<file path="src/rtl/id_ex_stage_if.sv">
// D/E boundary bundle: decode-side inputs, execute-side registered outputs, hazard signals.
interface id_ex_stage_if;
    localparam int unsigned XLEN = 32;
    localparam int unsigned REGW = 5;
    localparam int unsigned CNTW = 16;

    // Decode side
    logic            ValidD;
    logic            RegWriteD;
    logic            MemWriteD;
    logic            BranchD;
    logic            JumpD;
    logic            ALUSrcD;
    logic [1:0]      ResultSrcD;
    logic [2:0]      ALUControlD;
    logic [XLEN-1:0] RD1D;
    logic [XLEN-1:0] RD2D;
    logic [XLEN-1:0] ImmExtD;
    logic [XLEN-1:0] PCD;
    logic [XLEN-1:0] PCPlus4D;
    logic [REGW-1:0] Rs1D;
    logic [REGW-1:0] Rs2D;
    logic [REGW-1:0] RdD;
    logic            FlushE;
    logic            ClearCount;

    // Execute side
    logic            ValidE;
    logic            RegWriteE;
    logic            MemWriteE;
    logic            BranchE;
    logic            JumpE;
    logic            ALUSrcE;
    logic [1:0]      ResultSrcE;
    logic [2:0]      ALUControlE;
    logic [XLEN-1:0] RD1E;
    logic [XLEN-1:0] RD2E;
    logic [XLEN-1:0] ImmExtE;
    logic [XLEN-1:0] PCE;
    logic [XLEN-1:0] PCPlus4E;
    logic [REGW-1:0] Rs1E;
    logic [REGW-1:0] Rs2E;
    logic [REGW-1:0] RdE;

    // Hazard / monitoring
    logic            StallD;
    logic [CNTW-1:0] StallCount;

    modport master (
        output ValidD, RegWriteD, MemWriteD, BranchD, JumpD, ALUSrcD, ResultSrcD, ALUControlD,
               RD1D, RD2D, ImmExtD, PCD, PCPlus4D, Rs1D, Rs2D, RdD, FlushE, ClearCount,
        input  ValidE, RegWriteE, MemWriteE, BranchE, JumpE, ALUSrcE, ResultSrcE, ALUControlE,
               RD1E, RD2E, ImmExtE, PCE, PCPlus4E, Rs1E, Rs2E, RdE, StallD, StallCount
    );

    modport slave (
        input  ValidD, RegWriteD, MemWriteD, BranchD, JumpD, ALUSrcD, ResultSrcD, ALUControlD,
               RD1D, RD2D, ImmExtD, PCD, PCPlus4D, Rs1D, Rs2D, RdD, FlushE, ClearCount,
        output ValidE, RegWriteE, MemWriteE, BranchE, JumpE, ALUSrcE, ResultSrcE, ALUControlE,
               RD1E, RD2E, ImmExtE, PCE, PCPlus4E, Rs1E, Rs2E, RdE, StallD, StallCount
    );
endinterface

</file>
<file path="src/rtl/id_ex_stage.sv">
// ID/EX pipeline register with load-use stall detection, flush bubbles and a stall counter.
module id_ex_stage (
    input  logic         clk,
    input  logic         rst_n,
    id_ex_stage_if.slave bus
);
    localparam int unsigned XLEN = 32;
    localparam int unsigned REGW = 5;
    localparam int unsigned CNTW = 16;

    logic            loadUse;
    logic            bubble;
    logic            ctlKeep;
    logic            dataKeep;
    logic [CNTW-1:0] stallCountQ;

    // Load in execute whose destination feeds a source of the real instruction in decode
    always_comb begin
        loadUse = bus.ValidE & bus.RegWriteE & (bus.ResultSrcE == 2'b01) &
                  (bus.RdE != REGW'(0)) & bus.ValidD &
                  ((bus.RdE == bus.Rs1D) | (bus.RdE == bus.Rs2D));
        bubble   = bus.FlushE | loadUse;
        ctlKeep  = ~bubble & bus.ValidD;
        dataKeep = ~bubble;
    end

    // A flush suppresses the stall: the decode slot is being squashed anyway
    assign bus.StallD     = loadUse & ~bus.FlushE;
    assign bus.StallCount = stallCountQ;

    // Pipeline register; controls zeroed for bubbles and invalid slots, data zeroed for bubbles only
    always_ff @(posedge clk or negedge rst_n) begin
        if (!rst_n) begin
            bus.ValidE      <= 1'b0;
            bus.RegWriteE   <= 1'b0;
            bus.MemWriteE   <= 1'b0;
            bus.BranchE     <= 1'b0;
            bus.JumpE       <= 1'b0;
            bus.ALUSrcE     <= 1'b0;
            bus.ResultSrcE  <= 2'b00;
            bus.ALUControlE <= 3'b000;
            bus.RD1E        <= XLEN'(0);
            bus.RD2E        <= XLEN'(0);
            bus.ImmExtE     <= XLEN'(0);
            bus.PCE         <= XLEN'(0);
            bus.PCPlus4E    <= XLEN'(0);
            bus.Rs1E        <= REGW'(0);
            bus.Rs2E        <= REGW'(0);
            bus.RdE         <= REGW'(0);
        end else begin
            bus.ValidE      <= ctlKeep;
            bus.RegWriteE   <= ctlKeep & bus.RegWriteD;
            bus.MemWriteE   <= ctlKeep & bus.MemWriteD;
            bus.BranchE     <= ctlKeep & bus.BranchD;
            bus.JumpE       <= ctlKeep & bus.JumpD;
            bus.ALUSrcE     <= ctlKeep & bus.ALUSrcD;
            bus.ResultSrcE  <= ctlKeep ? bus.ResultSrcD : 2'b00;
            bus.ALUControlE <= ctlKeep ? bus.ALUControlD : 3'b000;
            bus.RD1E        <= dataKeep ? bus.RD1D : XLEN'(0);
            bus.RD2E        <= dataKeep ? bus.RD2D : XLEN'(0);
            bus.ImmExtE     <= dataKeep ? bus.ImmExtD : XLEN'(0);
            bus.PCE         <= dataKeep ? bus.PCD : XLEN'(0);
            bus.PCPlus4E    <= dataKeep ? bus.PCPlus4D : XLEN'(0);
            bus.Rs1E        <= dataKeep ? bus.Rs1D : REGW'(0);
            bus.Rs2E        <= dataKeep ? bus.Rs2D : REGW'(0);
            bus.RdE         <= dataKeep ? bus.RdD : REGW'(0);
        end
    end

    // Saturating load-use stall counter; clear wins over increment
    always_ff @(posedge clk or negedge rst_n) begin
        if (!rst_n) begin
            stallCountQ <= CNTW'(0);
        end else if (bus.ClearCount) begin
            stallCountQ <= CNTW'(0);
        end else if (bus.StallD && (stallCountQ != {CNTW{1'b1}})) begin
            stallCountQ <= stallCountQ + CNTW'(1);
        end
    end
endmodule

</file>
<file path="src/flat_wrapper.sv">
// flat-port wrapper written by rule: the top's interface ports become plain ports
module id_ex_stage_flat 
  (clk, rst_n, bus_ValidD, bus_RegWriteD, bus_MemWriteD, bus_BranchD, bus_JumpD, bus_ALUSrcD, bus_ResultSrcD, bus_ALUControlD, bus_RD1D, bus_RD2D, bus_ImmExtD, bus_PCD, bus_PCPlus4D, bus_Rs1D, bus_Rs2D, bus_RdD, bus_FlushE, bus_ClearCount, bus_ValidE, bus_RegWriteE, bus_MemWriteE, bus_BranchE, bus_JumpE, bus_ALUSrcE, bus_ResultSrcE, bus_ALUControlE, bus_RD1E, bus_RD2E, bus_ImmExtE, bus_PCE, bus_PCPlus4E, bus_Rs1E, bus_Rs2E, bus_RdE, bus_StallD, bus_StallCount);
  id_ex_stage_if bus_i ();
  input  logic clk;
  input  logic rst_n;
  input wire logic [$bits(bus_i.ValidD)-1:0] bus_ValidD;
  input wire logic [$bits(bus_i.RegWriteD)-1:0] bus_RegWriteD;
  input wire logic [$bits(bus_i.MemWriteD)-1:0] bus_MemWriteD;
  input wire logic [$bits(bus_i.BranchD)-1:0] bus_BranchD;
  input wire logic [$bits(bus_i.JumpD)-1:0] bus_JumpD;
  input wire logic [$bits(bus_i.ALUSrcD)-1:0] bus_ALUSrcD;
  input wire logic [$bits(bus_i.ResultSrcD)-1:0] bus_ResultSrcD;
  input wire logic [$bits(bus_i.ALUControlD)-1:0] bus_ALUControlD;
  input wire logic [$bits(bus_i.RD1D)-1:0] bus_RD1D;
  input wire logic [$bits(bus_i.RD2D)-1:0] bus_RD2D;
  input wire logic [$bits(bus_i.ImmExtD)-1:0] bus_ImmExtD;
  input wire logic [$bits(bus_i.PCD)-1:0] bus_PCD;
  input wire logic [$bits(bus_i.PCPlus4D)-1:0] bus_PCPlus4D;
  input wire logic [$bits(bus_i.Rs1D)-1:0] bus_Rs1D;
  input wire logic [$bits(bus_i.Rs2D)-1:0] bus_Rs2D;
  input wire logic [$bits(bus_i.RdD)-1:0] bus_RdD;
  input wire logic [$bits(bus_i.FlushE)-1:0] bus_FlushE;
  input wire logic [$bits(bus_i.ClearCount)-1:0] bus_ClearCount;
  output wire logic [$bits(bus_i.ValidE)-1:0] bus_ValidE;
  output wire logic [$bits(bus_i.RegWriteE)-1:0] bus_RegWriteE;
  output wire logic [$bits(bus_i.MemWriteE)-1:0] bus_MemWriteE;
  output wire logic [$bits(bus_i.BranchE)-1:0] bus_BranchE;
  output wire logic [$bits(bus_i.JumpE)-1:0] bus_JumpE;
  output wire logic [$bits(bus_i.ALUSrcE)-1:0] bus_ALUSrcE;
  output wire logic [$bits(bus_i.ResultSrcE)-1:0] bus_ResultSrcE;
  output wire logic [$bits(bus_i.ALUControlE)-1:0] bus_ALUControlE;
  output wire logic [$bits(bus_i.RD1E)-1:0] bus_RD1E;
  output wire logic [$bits(bus_i.RD2E)-1:0] bus_RD2E;
  output wire logic [$bits(bus_i.ImmExtE)-1:0] bus_ImmExtE;
  output wire logic [$bits(bus_i.PCE)-1:0] bus_PCE;
  output wire logic [$bits(bus_i.PCPlus4E)-1:0] bus_PCPlus4E;
  output wire logic [$bits(bus_i.Rs1E)-1:0] bus_Rs1E;
  output wire logic [$bits(bus_i.Rs2E)-1:0] bus_Rs2E;
  output wire logic [$bits(bus_i.RdE)-1:0] bus_RdE;
  output wire logic [$bits(bus_i.StallD)-1:0] bus_StallD;
  output wire logic [$bits(bus_i.StallCount)-1:0] bus_StallCount;
  assign bus_i.ValidD = bus_ValidD;
  assign bus_i.RegWriteD = bus_RegWriteD;
  assign bus_i.MemWriteD = bus_MemWriteD;
  assign bus_i.BranchD = bus_BranchD;
  assign bus_i.JumpD = bus_JumpD;
  assign bus_i.ALUSrcD = bus_ALUSrcD;
  assign bus_i.ResultSrcD = bus_ResultSrcD;
  assign bus_i.ALUControlD = bus_ALUControlD;
  assign bus_i.RD1D = bus_RD1D;
  assign bus_i.RD2D = bus_RD2D;
  assign bus_i.ImmExtD = bus_ImmExtD;
  assign bus_i.PCD = bus_PCD;
  assign bus_i.PCPlus4D = bus_PCPlus4D;
  assign bus_i.Rs1D = bus_Rs1D;
  assign bus_i.Rs2D = bus_Rs2D;
  assign bus_i.RdD = bus_RdD;
  assign bus_i.FlushE = bus_FlushE;
  assign bus_i.ClearCount = bus_ClearCount;
  assign bus_ValidE = bus_i.ValidE;
  assign bus_RegWriteE = bus_i.RegWriteE;
  assign bus_MemWriteE = bus_i.MemWriteE;
  assign bus_BranchE = bus_i.BranchE;
  assign bus_JumpE = bus_i.JumpE;
  assign bus_ALUSrcE = bus_i.ALUSrcE;
  assign bus_ResultSrcE = bus_i.ResultSrcE;
  assign bus_ALUControlE = bus_i.ALUControlE;
  assign bus_RD1E = bus_i.RD1E;
  assign bus_RD2E = bus_i.RD2E;
  assign bus_ImmExtE = bus_i.ImmExtE;
  assign bus_PCE = bus_i.PCE;
  assign bus_PCPlus4E = bus_i.PCPlus4E;
  assign bus_Rs1E = bus_i.Rs1E;
  assign bus_Rs2E = bus_i.Rs2E;
  assign bus_RdE = bus_i.RdE;
  assign bus_StallD = bus_i.StallD;
  assign bus_StallCount = bus_i.StallCount;
  id_ex_stage u_core (.clk(clk), .rst_n(rst_n), .bus(bus_i));
endmodule
</file>
<file path="config.mk">
export PLATFORM = sky130hd
export DESIGN_NAME = id_ex_stage_flat
export DESIGN_NICKNAME = d
export VERILOG_FILES = /design/src/rtl/id_ex_stage_if.sv /design/src/rtl/id_ex_stage.sv /design/src/flat_wrapper.sv
export SDC_FILE = /design/constraint.sdc
export NUM_CORES = 1
export LEC_CHECK = 0
export ABC_CLOCK_PERIOD_IN_PS = 2300
export CORE_AREA = 3 3 152 154
export CTS_CLUSTER_SIZE = 25
export DETAILED_ROUTE_END_ITERATION = 10
export DIE_AREA = 0 0 155 157
export GPL_TIMING_DRIVEN = 0
export PLACE_DENSITY = 0.79
export RECOVER_POWER = 50
export SLEW_MARGIN = 10
export SYNTH_ARGS = -nofsm -noshare
export SYNTH_HDL_FRONTEND = slang
export SYNTH_SLANG_ARGS = --single-unit
</file>
<file path="constraint.sdc">
create_clock -name clk -period 2.3 [get_ports clk]
set_clock_uncertainty 0.05 [all_clocks]
set_input_delay 0.575 -clock clk [delete_from_list [all_inputs] [get_ports clk]]
set_output_delay 0.575 -clock clk [all_outputs]
set_load 0.01 [all_outputs]
</file>
==> results.md <==
Status:
- The flow ran to the end, but the final reports show violations.
- The checks that failed: negative setup slack.

Clock tree:
- The clock net in this run drives a total of 202 sinks.
- In this run the number of H-tree levels came out at 1.
- Buffers inserted during clock tree synthesis total 22.
- The longest clock path from root to sink contains 3 buffers.
- After clock tree synthesis, the clock-pin slew on the worst setup and hold paths is 0.06 ns.
- The clock tree root driver cell is sky130_fd_sc_hd__clkbuf_16.
- Clock latency on the worst-skew pair, taken at its later pin, is 0.51 ns.
- The TritonCTS clock tree is built.

Route:
- The first-iteration detailed-routing DRC count is 188.
- The first TritonRoute pass finished after 4 iterations.
- Dividing the detail-routed via count by the number of cells gives 4.41.
- The mean routed wirelength per cell is 18.2 um.
- The detailed-route via count is 5535.
- Once detail routing completed, the nets flagged for antenna violations numbered 0.
- The detailed-route wire length is 22800 um.
- After detailed routing, the number of remaining DRC violations is 0.

Placed design:
- The number of instances in the placed design is 1197.
- The final RePlAce weighted congestion is 0.853.
- The count of input and output buffers is 392.
- Detailed placement finished with a half-perimeter wire length of 17000 um.

Global route:
- In the global route stage, met2 resource usage came out at 32.3%.
- Entering global routing, the biggest net connects 73 pins.
- In the global route stage, overall resource usage came out at 17.7%.
- The via count of the first global-routing pass was 5689.
- The global routing usage on met3 is 6.08%.
- The layer flagged by global routing as most heavily used is met2.
- Summed over all layers, the global routing overflow is 0.
- The first global-routing pass estimated 33600 um of wire.
- The initial antenna violation count is 1.
- For this run, global-route usage on met1 was measured as 20.1%.

Finish:
- Relative to the synthesized area, the layout overhead comes to 77.9%.
- The fraction of final layout cells sized beyond drive strength 1 is 11.8%.
- The filler cells instantiated in the layout total 1730.
- The final instance count without filler cells is 1254.
- The number of antenna diodes is 0.
- The number of nets in the finished design is 1152.

Timing:
- The worst pin sits at a relative slew slack of 4.12%.
- The final worst slack is -0.283 ns.
- Of the available clock period, the critical path in the final layout requires 112%.
- Static timing analysis puts the maximum clock frequency at 387 MHz.
- The final-report setup violation count is 1.
- The shortest period the worst path allows is 2.58 ns.
- The worst-margin pin slew is 1.44 ns.
- The count of final hold-check violations was 0.
- The count of pins over their slew limit is 0.
- Setup repair after global routing could not meet its margin everywhere.

Run:
- The max-capacitance violation count is 0.

Pwr:
- The total power density per cell area is 677 nW/um2.
- The switching share of total power is 21.8%.
- Internal power comes to 6.72 mW.
- The leakage component of the power is 5.76 nW.
- Registers are responsible for 43.8% of the overall power.
- The reported net switching power is 1.87 mW.
- Of the total power, combinational logic draws 13.0%.
- The total chip power is 8.59 mW.
- Across the VDD grid, the largest voltage drop is 0.575 mV.
- The clock group share of total power is 43.2%.

Synthesis:
- The number of synthesized flops with an enable pin is 0.
- By area the synthesized netlist is led by sky130_fd_sc_hd__dfrtp_1 71%, sky130_fd_sc_hd__and2_1 16%, sky130_fd_sc_hd__buf_4 1.9%.
- In this run the mean area of a mapped cell was 13.6 um2.
- Summing the sequential cell areas from Yosys gives 70.9% of the chip area.
- After synthesis, the most frequently instantiated cells are 202 x sky130_fd_sc_hd__dfrtp_1, 177 x sky130_fd_sc_hd__and2_1, 18 x sky130_fd_sc_hd__buf_4, 14 x sky130_fd_sc_hd__and3_1, 12 x sky130_fd_sc_hd__nor2_1.
- The most used flip-flop cell after synthesis is sky130_fd_sc_hd__dfrtp_1.
- The number of distinct library cells after synthesis is 32.
- The mapped netlist covers 7130 um2.
- After synthesis, the largest area contributor takes up 70.9% of total cell area.
- After technology mapping, the gate count stands at 523.
- For this run, asynchronously set or reset flops after synthesis account for 100%.
- The cell type with the highest aggregate area in the netlist is sky130_fd_sc_hd__dfrtp_1.
- The library cell with the highest instance count after synthesis is sky130_fd_sc_hd__dfrtp_1.
- The synthesized net count is 714.
- The Yosys step of the flow raised 0 warnings.
- The post-synthesis register bit count is 202.

Worst setup path:
- The maximum fanout along the worst path is 3.
- The longest individual stage delay on the worst path is 0.56 ns.
- Measured in cells, the most critical reg-to-reg path has a length of 7.
- The endpoint identified for the worst register-to-register timing path is u_core.bus.StallCount[1]$_DFFE_PN0P_.
- Traced cell by cell, the critical path runs through or4_4 > o211a_4 > nand2_4 > nor2_4 > buf_6.
- The critical path's slowest cell is sky130_fd_sc_hd__or4_4.
- The setup check on the worst reg-to-reg path leaves a slack of 0.03 ns.
- The critical path starts at u_core.bus.RdE[0]$_DFF_PN0_.
- STA classifies the critical path startpoint as a flip-flop.
- The capturing element of the worst setup path is bus_StallD.
- The type of the setup path with the least slack is flip-flop to primary output.
- For the worst setup path, the data arrival time is 1.96 ns.
- The startpoint identified for the worst register-to-register timing path is u_core.bus.RdE[1]$_DFF_PN0_.
- The required time of the critical path is 1.67 ns.
- The endpoint kind of the worst setup timing path is a primary output.

Die:
- The floorplan has 54 rows.
- 393 I/O pins were placed.
- The area enclosed by the die boundary is 24300 um2.
- The die is 155 um wide.
- Once the floorplan was initialized, standard cells occupied 32.7% of the core.
- The die extent in y is 157 um.
- The area inside the core boundary is 21800 um2.

Min path:
- In this run the worst hold path is classified as input pin to flip-flop.
[critical path: cells and delay by family (launching register included)]
| kind | cells | cell delay [ns] |
|---|---|---|
| AOI/OAI and AO/OA | 1 | 0.26 |
| buffers and inverters | 1 | 0.11 |
| DFF | 1 | 0.41 |
| and+or+nand+nor | 3 | 0.67 |
[state kept, by name, indices dropped and copies added (netlist names)]
register and cells:
u_core.bus.ALUControlE 3, u_core.bus.ALUSrcE 1, u_core.bus.BranchE 1, u_core.bus.ImmExtE 32
u_core.bus.JumpE 1, u_core.bus.MemWriteE 1, u_core.bus.PCE 32, u_core.bus.PCPlus4E 32
u_core.bus.RD1E 32, u_core.bus.RD2E 32, u_core.bus.RdE 5, u_core.bus.RegWriteE 1
u_core.bus.ResultSrcE 2, u_core.bus.Rs1E 5, u_core.bus.Rs2E 5, u_core.bus.StallCount 16
u_core.bus.ValidE 1
[final cells by class]
type                    count  area (um2)  area share, %
inverters                   1        3.75         0.0296
flip-flops and latches    202        5050           39.8
plain buffers              26         277           2.18
well taps                 280         350           2.76
repair buffers            415        4170           32.9
multi-input cells         293        2060           16.3
clock buffers              31         654           5.16
clock inverters             6         116          0.917
[per-layer routing]
| layer | routed length [um] | vias to the layer above |
|---|---|---|
| li1 | - | 2568 |
| met4 | 498 | 2 |
| met3 | 2180 | 49 |
| met2 | 11900 | 267 |
| met1 | 8200 | 2649 |
| met5 | 13 | - |
[cell families (layout without fill, tap and decap cells)]
| kind of cell | after synthesis | after routing | synth area share (%) |
|---|---|---|---|
| AO/OA/AOI/OAI | 22 | 22 | 2.33 |
| XOR/XNOR | 10 | 10 | 1.23 |
| adder cells (fa/ha/maj) | 1 | 1 | 0.175 |
| buffers and inverters | 28 | 479 | 2.42 |
| flip-flops | 202 | 202 | 70.9 |
| multiplexers | 7 | 7 | 1.11 |
| AND/OR/NAND/NOR | 253 | 253 | 21.9 |
[worst min-delay path by stage]
stage | startpoint | cells past startpoint | end | slack (ns)
global placement | u_core.bus.StallCount[8]$_DFFE_PN0P_ | 2 | u_core.bus.StallCount[8]$_DFFE_PN0P_ | 0.53
detailed placement | rst_n | 1 | u_core.bus.PCPlus4E[15]$_DFF_PN0_ | 0.49
CTS | rst_n | 2 | u_core.bus.StallCount[14]$_DFFE_PN0P_ | 0.53
finish | bus_Rs1D[1] | 2 | u_core.bus.Rs1E[1]$_DFF_PN0_ | 0.30
floorplan | rst_n | 0 | u_core.bus.ALUControlE[0]$_DFF_PN0_ | 0.23
global route | bus_Rs1D[1] | 2 | u_core.bus.Rs1E[1]$_DFF_PN0_ | 0.31
[power by group through the flow]
stage | clock [mW] | sequential [mW] | combinational [mW]
global placement | 0 | 3.83 | 1.06
finish | 3.71 | 3.76 | 1.12
global route | 3.98 | 3.78 | 1.20
detailed placement | 0 | 3.83 | 1.09
floorplan | 0 | 3.92 | 0.188
CTS | 3.81 | 3.77 | 1.13
[through the flow]
| stage | TNS (ns) | util [%] | setup slack [ns] | hold WS, ns | cell area [um2] |
|---|---|---|---|---|---|
| detailed placement | -51.13 | 52.5 | -1.05 | 0.492 | 11500 |
| finish | -0.283 | 58.2 | -0.283 | 0.300 | 12700 |
| floorplan | 0 | - | 0.0902 | 0.229 | 7130 |
| global route | -3.30 | 58.2 | -0.366 | 0.305 | 12700 |
| CTS | -0.402 | 57.0 | -0.402 | 0.535 | 12400 |
| global placement | -1596.12 | 52.3 | -7.67 | 0.532 | 11400 |
[timing repair]
action                                  CTS  global route
endpoints found under the hold margin    38             0
hold buffers                              1             0
pin swaps                                 5            13
endpoints found under the setup margin   85           106
gates cloned                              1             0
buffers inserted                          9            10
resized for setup                        30            51
[layout by cell type, fill, tap and decap left out, types with 2 or more instances in the layout]
cell	instances
sky130_fd_sc_hd__nand2_1	7
sky130_fd_sc_hd__bufinv_16	3
sky130_fd_sc_hd__clkdlybuf4s50_1	289
sky130_fd_sc_hd__dfrtp_1	202
sky130_fd_sc_hd__xnor2_2	6
sky130_fd_sc_hd__clkbuf_1	5
sky130_fd_sc_hd__nand3_1	9
sky130_fd_sc_hd__or4_4	2
sky130_fd_sc_hd__dlygate4sd3_1	97
sky130_fd_sc_hd__nand4_1	2
sky130_fd_sc_hd__nor2_4	2
sky130_fd_sc_hd__buf_6	11
sky130_fd_sc_hd__a21oi_1	6
sky130_fd_sc_hd__dlymetal6s2s_1	5
sky130_fd_sc_hd__nor4b_4	3
sky130_fd_sc_hd__clkbuf_16	22
sky130_fd_sc_hd__nor4_1	2
sky130_fd_sc_hd__and3_1	14
sky130_fd_sc_hd__mux2_2	7
sky130_fd_sc_hd__buf_8	6
sky130_fd_sc_hd__o31ai_1	8
sky130_fd_sc_hd__and2_1	176
sky130_fd_sc_hd__nor2_1	11
sky130_fd_sc_hd__buf_4	19
sky130_fd_sc_hd__buf_12	5
sky130_fd_sc_hd__nor2b_1	8
sky130_fd_sc_hd__clkbuf_8	7
sky130_fd_sc_hd__xnor2_1	4
sky130_fd_sc_hd__nand3_2	2
sky130_fd_sc_hd__clkbuf_2	3
sky130_fd_sc_hd__clkinv_2	2
sky130_fd_sc_hd__a21oi_2	2
sky130_fd_sc_hd__or4_1	7
(Power assumes the default switching activity.)
